`src/rtl/dm_arbiter_pkg.sv`:
```
// Shared constants, FSM state type and range helper for the data-memory arbiter.
package dm_arbiter_pkg;

  localparam logic [31:0] ZERO         = 32'h0000_0000;
  localparam logic [31:0] DMA_TRACE_PC = 32'hFFFF_FFFF;

  typedef enum logic {
    NORMAL = 1'b0,
    FORCE  = 1'b1
  } arb_state_e;

  function automatic logic addr_in_range(input logic [31:0] addr, input int unsigned words);
    return {2'b00, addr[31:2]} < words;
  endfunction

endpackage

```
`src/rtl/dm_arbiter_if.sv`:
```
// Bus bundle between the CPU M-stage, the DMA requester, the data memory and the arbiter.
interface dm_arbiter_if;

  logic        cpu_req;
  logic        cpu_we;
  logic [31:0] cpu_addr;
  logic [31:0] cpu_wd;
  logic [3:0]  cpu_be;
  logic [31:0] cpu_pc;
  logic [31:0] cpu_rd;
  logic        cpu_stall;

  logic        dma_req;
  logic        dma_we;
  logic [31:0] dma_addr;
  logic [31:0] dma_wd;
  logic        dma_gnt;
  logic [31:0] dma_rd;
  logic        dma_valid;

  logic [31:0] mem_addr;
  logic [31:0] mem_wd;
  logic [3:0]  mem_be;
  logic        mem_we;
  logic        mem_re;
  logic [31:0] mem_rd;

  logic        err_oob;

  // Requesters and memory side
  modport master (
    output cpu_req, cpu_we, cpu_addr, cpu_wd, cpu_be, cpu_pc,
    output dma_req, dma_we, dma_addr, dma_wd,
    output mem_rd,
    input  cpu_rd, cpu_stall, dma_gnt, dma_rd, dma_valid,
    input  mem_addr, mem_wd, mem_be, mem_we, mem_re, err_oob
  );

  // Arbiter side
  modport slave (
    input  cpu_req, cpu_we, cpu_addr, cpu_wd, cpu_be, cpu_pc,
    input  dma_req, dma_we, dma_addr, dma_wd,
    input  mem_rd,
    output cpu_rd, cpu_stall, dma_gnt, dma_rd, dma_valid,
    output mem_addr, mem_wd, mem_be, mem_we, mem_re, err_oob
  );

endinterface

```
`src/rtl/dm_starve_cnt.sv`:
```
// DMA starvation counter: counts consecutive denied DMA cycles and flags FORCE at STARVE_MAX.
module dm_starve_cnt
  import dm_arbiter_pkg::*;
#(
  parameter int unsigned STARVE_MAX = 4,
  parameter int unsigned CNT_W      = 4
) (
  input  logic       clk,
  input  logic       reset,
  input  logic       dma_req,
  input  logic       dma_gnt,
  output arb_state_e state
);

  logic [CNT_W-1:0] cnt_q, cnt_d;
  arb_state_e       state_q, state_d;

  always_ff @(posedge clk) begin
    if (reset) begin
      cnt_q   <= '0;
      state_q <= NORMAL;
    end else begin
      cnt_q   <= cnt_d;
      state_q <= state_d;
    end
  end

  // state_q is a registered image of (cnt_q == STARVE_MAX), so the grant path sees no counter compare
  always_comb begin
    cnt_d   = '0;
    state_d = NORMAL;
    if (dma_req && !dma_gnt) begin
      if (cnt_q >= CNT_W'(STARVE_MAX))
        cnt_d = CNT_W'(STARVE_MAX);
      else
        cnt_d = cnt_q + 1'b1;
    end
    if (cnt_d == CNT_W'(STARVE_MAX))
      state_d = FORCE;
  end

  assign state = state_q;

endmodule

```
`src/rtl/dm_arbiter.sv`:
```
// Data-memory arbiter: fixed CPU priority with starvation-forced DMA grants and range checking.
// Optional write trace enabled by defining DM_TRACE_EN.
module dm_arbiter
  import dm_arbiter_pkg::*;
#(
  parameter int unsigned MEM_WORDS  = 3072,
  parameter int unsigned STARVE_MAX = 4,
  parameter int unsigned CNT_W      = 4
) (
  input logic         clk,
  input logic         reset,
  dm_arbiter_if.slave bus
);

  arb_state_e  state;
  logic        force_dma;
  logic        cpu_gnt;
  logic        dma_gnt;
  logic        granted;
  logic        acc_we;
  logic        in_range;
  logic [31:0] acc_addr;
  logic [31:0] dma_rd_q;
  logic        dma_valid_q;
  logic        err_q;

  dm_starve_cnt #(
    .STARVE_MAX(STARVE_MAX),
    .CNT_W     (CNT_W)
  ) u_starve_cnt (
    .clk    (clk),
    .reset  (reset),
    .dma_req(bus.dma_req),
    .dma_gnt(dma_gnt),
    .state  (state)
  );

  // FORCE only takes effect while DMA is still asking; otherwise the CPU keeps priority
  always_comb begin
    force_dma = (state == FORCE) && bus.dma_req;
    cpu_gnt   = !reset && bus.cpu_req && !force_dma;
    dma_gnt   = !reset && bus.dma_req && !cpu_gnt;
    granted   = cpu_gnt || dma_gnt;
    acc_addr  = dma_gnt ? bus.dma_addr : bus.cpu_addr;
    acc_we    = dma_gnt ? bus.dma_we : bus.cpu_we;
    in_range  = addr_in_range(acc_addr, MEM_WORDS);
  end

  assign bus.dma_gnt   = dma_gnt;
  assign bus.cpu_stall = !reset && force_dma && bus.cpu_req;
  assign bus.mem_addr  = {acc_addr[31:2], 2'b00};
  assign bus.mem_wd    = dma_gnt ? bus.dma_wd : bus.cpu_wd;
  assign bus.mem_be    = dma_gnt ? 4'hF : bus.cpu_be;
  assign bus.mem_we    = granted && acc_we && in_range;
  assign bus.mem_re    = granted && !acc_we;
  assign bus.cpu_rd    = (cpu_gnt && !bus.cpu_we && in_range) ? bus.mem_rd : ZERO;

  always_ff @(posedge clk) begin
    if (reset) begin
      dma_rd_q    <= ZERO;
      dma_valid_q <= 1'b0;
      err_q       <= 1'b0;
    end else begin
      dma_valid_q <= dma_gnt;
      if (dma_gnt && !bus.dma_we)
        dma_rd_q <= in_range ? bus.mem_rd : ZERO;
      if (granted && !in_range)
        err_q <= 1'b1;
    end
  end

  assign bus.dma_rd    = dma_rd_q;
  assign bus.dma_valid = dma_valid_q;
  assign bus.err_oob   = err_q;

`ifdef DM_TRACE_EN
  always_ff @(posedge clk) begin
    if (bus.mem_we)
      $display("%d@%h: *%h <= %h", $time, dma_gnt ? DMA_TRACE_PC : bus.cpu_pc,
               bus.mem_addr, bus.mem_wd);
  end
`endif

endmodule
```
`src/flat_wrapper.sv`:
```
// flat-port wrapper written by rule: the top's interface ports become plain ports
module dm_arbiter_flat import dm_arbiter_pkg::*;
#(
  parameter int unsigned MEM_WORDS  = 3072,
  parameter int unsigned STARVE_MAX = 4,
  parameter int unsigned CNT_W      = 4
)
  (clk, reset, bus_cpu_req, bus_cpu_we, bus_cpu_addr, bus_cpu_wd, bus_cpu_be, bus_cpu_pc, bus_dma_req, bus_dma_we, bus_dma_addr, bus_dma_wd, bus_mem_rd, bus_cpu_rd, bus_cpu_stall, bus_dma_gnt, bus_dma_rd, bus_dma_valid, bus_mem_addr, bus_mem_wd, bus_mem_be, bus_mem_we, bus_mem_re, bus_err_oob);
  dm_arbiter_if bus_i ();
  input logic clk;
  input logic reset;
  input wire logic [$bits(bus_i.cpu_req)-1:0] bus_cpu_req;
  input wire logic [$bits(bus_i.cpu_we)-1:0] bus_cpu_we;
  input wire logic [$bits(bus_i.cpu_addr)-1:0] bus_cpu_addr;
  input wire logic [$bits(bus_i.cpu_wd)-1:0] bus_cpu_wd;
  input wire logic [$bits(bus_i.cpu_be)-1:0] bus_cpu_be;
  input wire logic [$bits(bus_i.cpu_pc)-1:0] bus_cpu_pc;
  input wire logic [$bits(bus_i.dma_req)-1:0] bus_dma_req;
  input wire logic [$bits(bus_i.dma_we)-1:0] bus_dma_we;
  input wire logic [$bits(bus_i.dma_addr)-1:0] bus_dma_addr;
  input wire logic [$bits(bus_i.dma_wd)-1:0] bus_dma_wd;
  input wire logic [$bits(bus_i.mem_rd)-1:0] bus_mem_rd;
  output wire logic [$bits(bus_i.cpu_rd)-1:0] bus_cpu_rd;
  output wire logic [$bits(bus_i.cpu_stall)-1:0] bus_cpu_stall;
  output wire logic [$bits(bus_i.dma_gnt)-1:0] bus_dma_gnt;
  output wire logic [$bits(bus_i.dma_rd)-1:0] bus_dma_rd;
  output wire logic [$bits(bus_i.dma_valid)-1:0] bus_dma_valid;
  output wire logic [$bits(bus_i.mem_addr)-1:0] bus_mem_addr;
  output wire logic [$bits(bus_i.mem_wd)-1:0] bus_mem_wd;
  output wire logic [$bits(bus_i.mem_be)-1:0] bus_mem_be;
  output wire logic [$bits(bus_i.mem_we)-1:0] bus_mem_we;
  output wire logic [$bits(bus_i.mem_re)-1:0] bus_mem_re;
  output wire logic [$bits(bus_i.err_oob)-1:0] bus_err_oob;
  assign bus_i.cpu_req = bus_cpu_req;
  assign bus_i.cpu_we = bus_cpu_we;
  assign bus_i.cpu_addr = bus_cpu_addr;
  assign bus_i.cpu_wd = bus_cpu_wd;
  assign bus_i.cpu_be = bus_cpu_be;
  assign bus_i.cpu_pc = bus_cpu_pc;
  assign bus_i.dma_req = bus_dma_req;
  assign bus_i.dma_we = bus_dma_we;
  assign bus_i.dma_addr = bus_dma_addr;
  assign bus_i.dma_wd = bus_dma_wd;
  assign bus_i.mem_rd = bus_mem_rd;
  assign bus_cpu_rd = bus_i.cpu_rd;
  assign bus_cpu_stall = bus_i.cpu_stall;
  assign bus_dma_gnt = bus_i.dma_gnt;
  assign bus_dma_rd = bus_i.dma_rd;
  assign bus_dma_valid = bus_i.dma_valid;
  assign bus_mem_addr = bus_i.mem_addr;
  assign bus_mem_wd = bus_i.mem_wd;
  assign bus_mem_be = bus_i.mem_be;
  assign bus_mem_we = bus_i.mem_we;
  assign bus_mem_re = bus_i.mem_re;
  assign bus_err_oob = bus_i.err_oob;
  dm_arbiter #(.MEM_WORDS(MEM_WORDS), .STARVE_MAX(STARVE_MAX), .CNT_W(CNT_W)) u_core (.clk(clk), .reset(reset), .bus(bus_i));
endmodule
```
`config.mk`:
```
export PLATFORM = sky130hd
export DESIGN_NAME = dm_arbiter_flat
export DESIGN_NICKNAME = d
export VERILOG_FILES = /design/src/rtl/dm_arbiter_pkg.sv /design/src/rtl/dm_arbiter_if.sv /design/src/rtl/dm_starve_cnt.sv /design/src/rtl/dm_arbiter.sv /design/src/flat_wrapper.sv
export SDC_FILE = /design/constraint.sdc
export NUM_CORES = 1
export LEC_CHECK = 0
export BUFFER_PORTS_ARGS = -buffer_cell sky130_fd_sc_hd__buf_2
export CAP_MARGIN = 20
export CORE_AREA = 2 2 130 132
export DETAILED_ROUTE_END_ITERATION = 7
export DIE_AREA = 0 0 132 134
export GPL_TIMING_DRIVEN = 0
export SLEW_MARGIN = 20
export SYNTH_ARGS = -nofsm -noshare
export SYNTH_HDL_FRONTEND = slang
export SYNTH_SLANG_ARGS = --single-unit
```
`constraint.sdc`:
```
create_clock -name clk -period 1.8 [get_ports clk]
set_input_delay 0.09 -clock clk [delete_from_list [all_inputs] [get_ports clk]]
set_output_delay 0.09 -clock clk [all_outputs]
set_load 0.02 [all_outputs]
```
==> impl_metrics.env <==
export IMPL_htree_num_levels=2
export IMPL_nNetsFinal=908
export IMPL_ys_seq_area_frac=0.309
export IMPL_relSlewSlack=0.625
export IMPL_dr_pass1_iters=4
export IMPL_postSynthCellCount=377
export IMPL_grtUsageMet2=0.273
export IMPL_die_width_um=132
export IMPL_cp_common_cell="buf_6"
export IMPL_ys_warn_count=0
export IMPL_drtIter0Drc=109
export IMPL_syn2layout_area_growth_pct=116
export IMPL_required_ns=1.71
export IMPL_layout_common_cells="buf_2, nand2_1, dfxtp_1"
export IMPL_cts_root_buffer="clkbuf_16"
export IMPL_ff_latch_area_sq_um=782
export IMPL_setup_ws_ns=-0.329
export IMPL_tightest_slew_ns=0.562
export IMPL_multiInputGateArea_sq_um=1990
export IMPL_setup_tns_final_ns=-8.47
export IMPL_gr_total_overflow=0
export IMPL_io_buffers=300
export IMPL_synth_edf_count=0
export IMPL_yosysTopAreaCellShare=0.309
export IMPL_grt_pass1_wl_um=21400
export IMPL_p_per_area_nw_per_um2=505
export IMPL_cts_path_max_buffers=2
export IMPL_post_drt_wl_per_cell_um=15.5
export IMPL_crit_path_end_kind="output pin"
export IMPL_crit_type="input pin to output pin"
export IMPL_grt_util_all_layers=0.154
export IMPL_crit_path_max_incr_delay_ns=0.60
export IMPL_period_share=1.18
export IMPL_synth_async_reset_ratio=0
export IMPL_finalPower_mw=2.75
export IMPL_drcViolationCount=0
export IMPL_synth_area_per_cell_sq_um=6.70
export IMPL_p_leak_nw=2.97
export IMPL_met3_usage=0.0370
export IMPL_hold_violations=0
export IMPL_drt_total_wl_um=14300
export IMPL_period_needed_ns=2.13
export IMPL_skew_ns=0.00444
export IMPL_cts_sinks=39
export IMPL_max_cap_violations=0
export IMPL_synth_top_area_cell="dfxtp_1"
export IMPL_crit_path_start_kind="input pin"
export IMPL_grt_pass1_vias=3713
export IMPL_die_h_um=134
export IMPL_dp_cells=899
export IMPL_path_cells="buf_2, or4_1, nor4_4, buf_4, o21ai_4, buf_6, buf_12, nor3b_4, buf_6"
export IMPL_violations="negative setup slack"
export IMPL_fmax_mhz=470
export IMPL_arrival_ns=2.04
export IMPL_utilization=0.335
export IMPL_gr_usage_met1=0.188
export IMPL_start_util=0.155
export IMPL_grt_busiest_layer="met2"
export IMPL_io_pins=340
export IMPL_rows=47
export IMPL_antennaDiodeCount=0
export IMPL_clk_pin_slew_ns=0.06
export IMPL_hold_path_class="input pin to flip-flop"
export IMPL_whs_ns=0.0724
export IMPL_hpwl_um=11600
export IMPL_cp_max_fo=5
export IMPL_ant_nets=0
export IMPL_viasPerCell=4.20
export IMPL_dieArea_sq_um=17700
export IMPL_cts_tree="built"
export IMPL_cts_made_buffers=5
export IMPL_synthFlopType="dfxtp_1"
export IMPL_critPathSlowestCell="or4_1"
export IMPL_antenna_found_initial=2
export IMPL_fin_cells=926
export IMPL_status="finished with violations"
export IMPL_grt_max_degree=13
export IMPL_n_fill_cell=1726
export IMPL_synth_cell_types=27
export IMPL_rsz0062_at_grt="true"
export IMPL_vdd_drop_max_uv=303
export IMPL_synth_area_leaders="dfxtp_1, nand2_1, a32o_1"
export IMPL_finalMaxSlewViolations=0
export IMPL_synth_seq_cells=39
export IMPL_final_common_cell="buf_2"
export IMPL_setup_violations=33
export IMPL_insertion_delay_ns=0.28
export IMPL_drive_gt1_frac=0.567
export IMPL_syn_area_sq_um=2530
export IMPL_core_sq_um=16300
export IMPL_vias=3891
export IMPL_globalplace_congestion=0.824
==> Yosys cell counts (all sizes together), types with 3 or more instances <==
master,number
inv,3
nor2b,3
nand2,195
a32o,32
nand3,3
buf,18
nand2b,6
a211oi,3
nor3b,32
nor2,9
clkbuf,15
nor4,8
dfxtp,39
==> routing by layer <==
metal | wire length, um | part of all wire | vias up
met2 | 7040 | 0.49 | 216
li1 | - | - | 1928
met4 | 208 | 0.015 | 4
met1 | 5940 | 0.41 | 1727
met3 | 1120 | 0.078 | 16
met5 | 23 | 0.0016 | -
==> path summary, 6_finish.rpt <==
path | startpoint | end | slack [ns] | cells past startpoint
worst max-delay path | bus_cpu_addr[24] | bus_cpu_rd[29] | -0.33 | 9
worst min-delay path | bus_mem_rd[31] | u_core.bus.dma_rd[31] | 0.07 | 2
worst max register to register | u_core.u_starve_cnt.state | u_core.bus.dma_rd[29] | 0.02 | 8
worst min register to register | u_core.u_starve_cnt.cnt_q[0] | u_core.u_starve_cnt.cnt_q[0] | 0.45 | 1
==> timing repair <==
item,in CTS,in global routing
hold buffers,0,0
pin swaps,6,38
gates cloned,3,2
resized for setup,115,26
setup endpoints to repair,126,123
buffers inserted,15,3
hold endpoints to repair,0,0
==> registers in the layout (all words and copies together) (netlist names) <==
register / count
u_core.u_starve_cnt.cnt_q: 4
u_core.bus.err_oob: 1
u_core.bus.dma_rd: 32
u_core.u_starve_cnt.state: 1
u_core.bus.dma_valid: 1
==> final cells by class <==
class / instances / area share
inverters: 3 / 0.00207
plain buffers: 31 / 0.0503
multi-input cells: 304 / 0.365
clock inverters: 2 / 0.00643
clock buffers: 6 / 0.0255
repair buffers: 321 / 0.357
well taps: 220 / 0.0505
flip-flops and latches: 39 / 0.143
==> worst max-delay path, delay by kind of cell <==
kind | cells | cell delay (ns)
and+or+nand+nor | 3 | 1.12
buffers and inverters | 5 | 0.73
AOI/OAI and AO/OA | 1 | 0.09
==> per-stage QoR <==
step | cell area (sq um) | setup slack (ns)
4_1_cts | 5390 | -0.337
5_1_grt | 5450 | -0.403
3_3_place_gp | 4660 | -0.713
3_5_place_dp | 4660 | -0.712
2_1_floorplan | 2880 | -0.0260
6_report | 5450 | -0.329
==> logic make-up after synthesis <==
family	Yosys count	synth area share
AO/OA/AOI/OAI	39	0.147
adder cells (fa/ha/maj)	1	0.00495
buffers and inverters	36	0.0688
flip-flops	39	0.309
other	1	0.00148
AND/OR/NAND/NOR	261	0.469
==> report_power, final <==
group | switching, mW | total, mW | leakage (nW) | internal, mW
combinational | 0.503 | 0.834 | 2.57 | 0.331
sequential | 0.00255 | 0.871 | 0.316 | 0.869
clock | 0.359 | 1.05 | 0.0868 | 0.689
(Power assumes the default switching activity.)
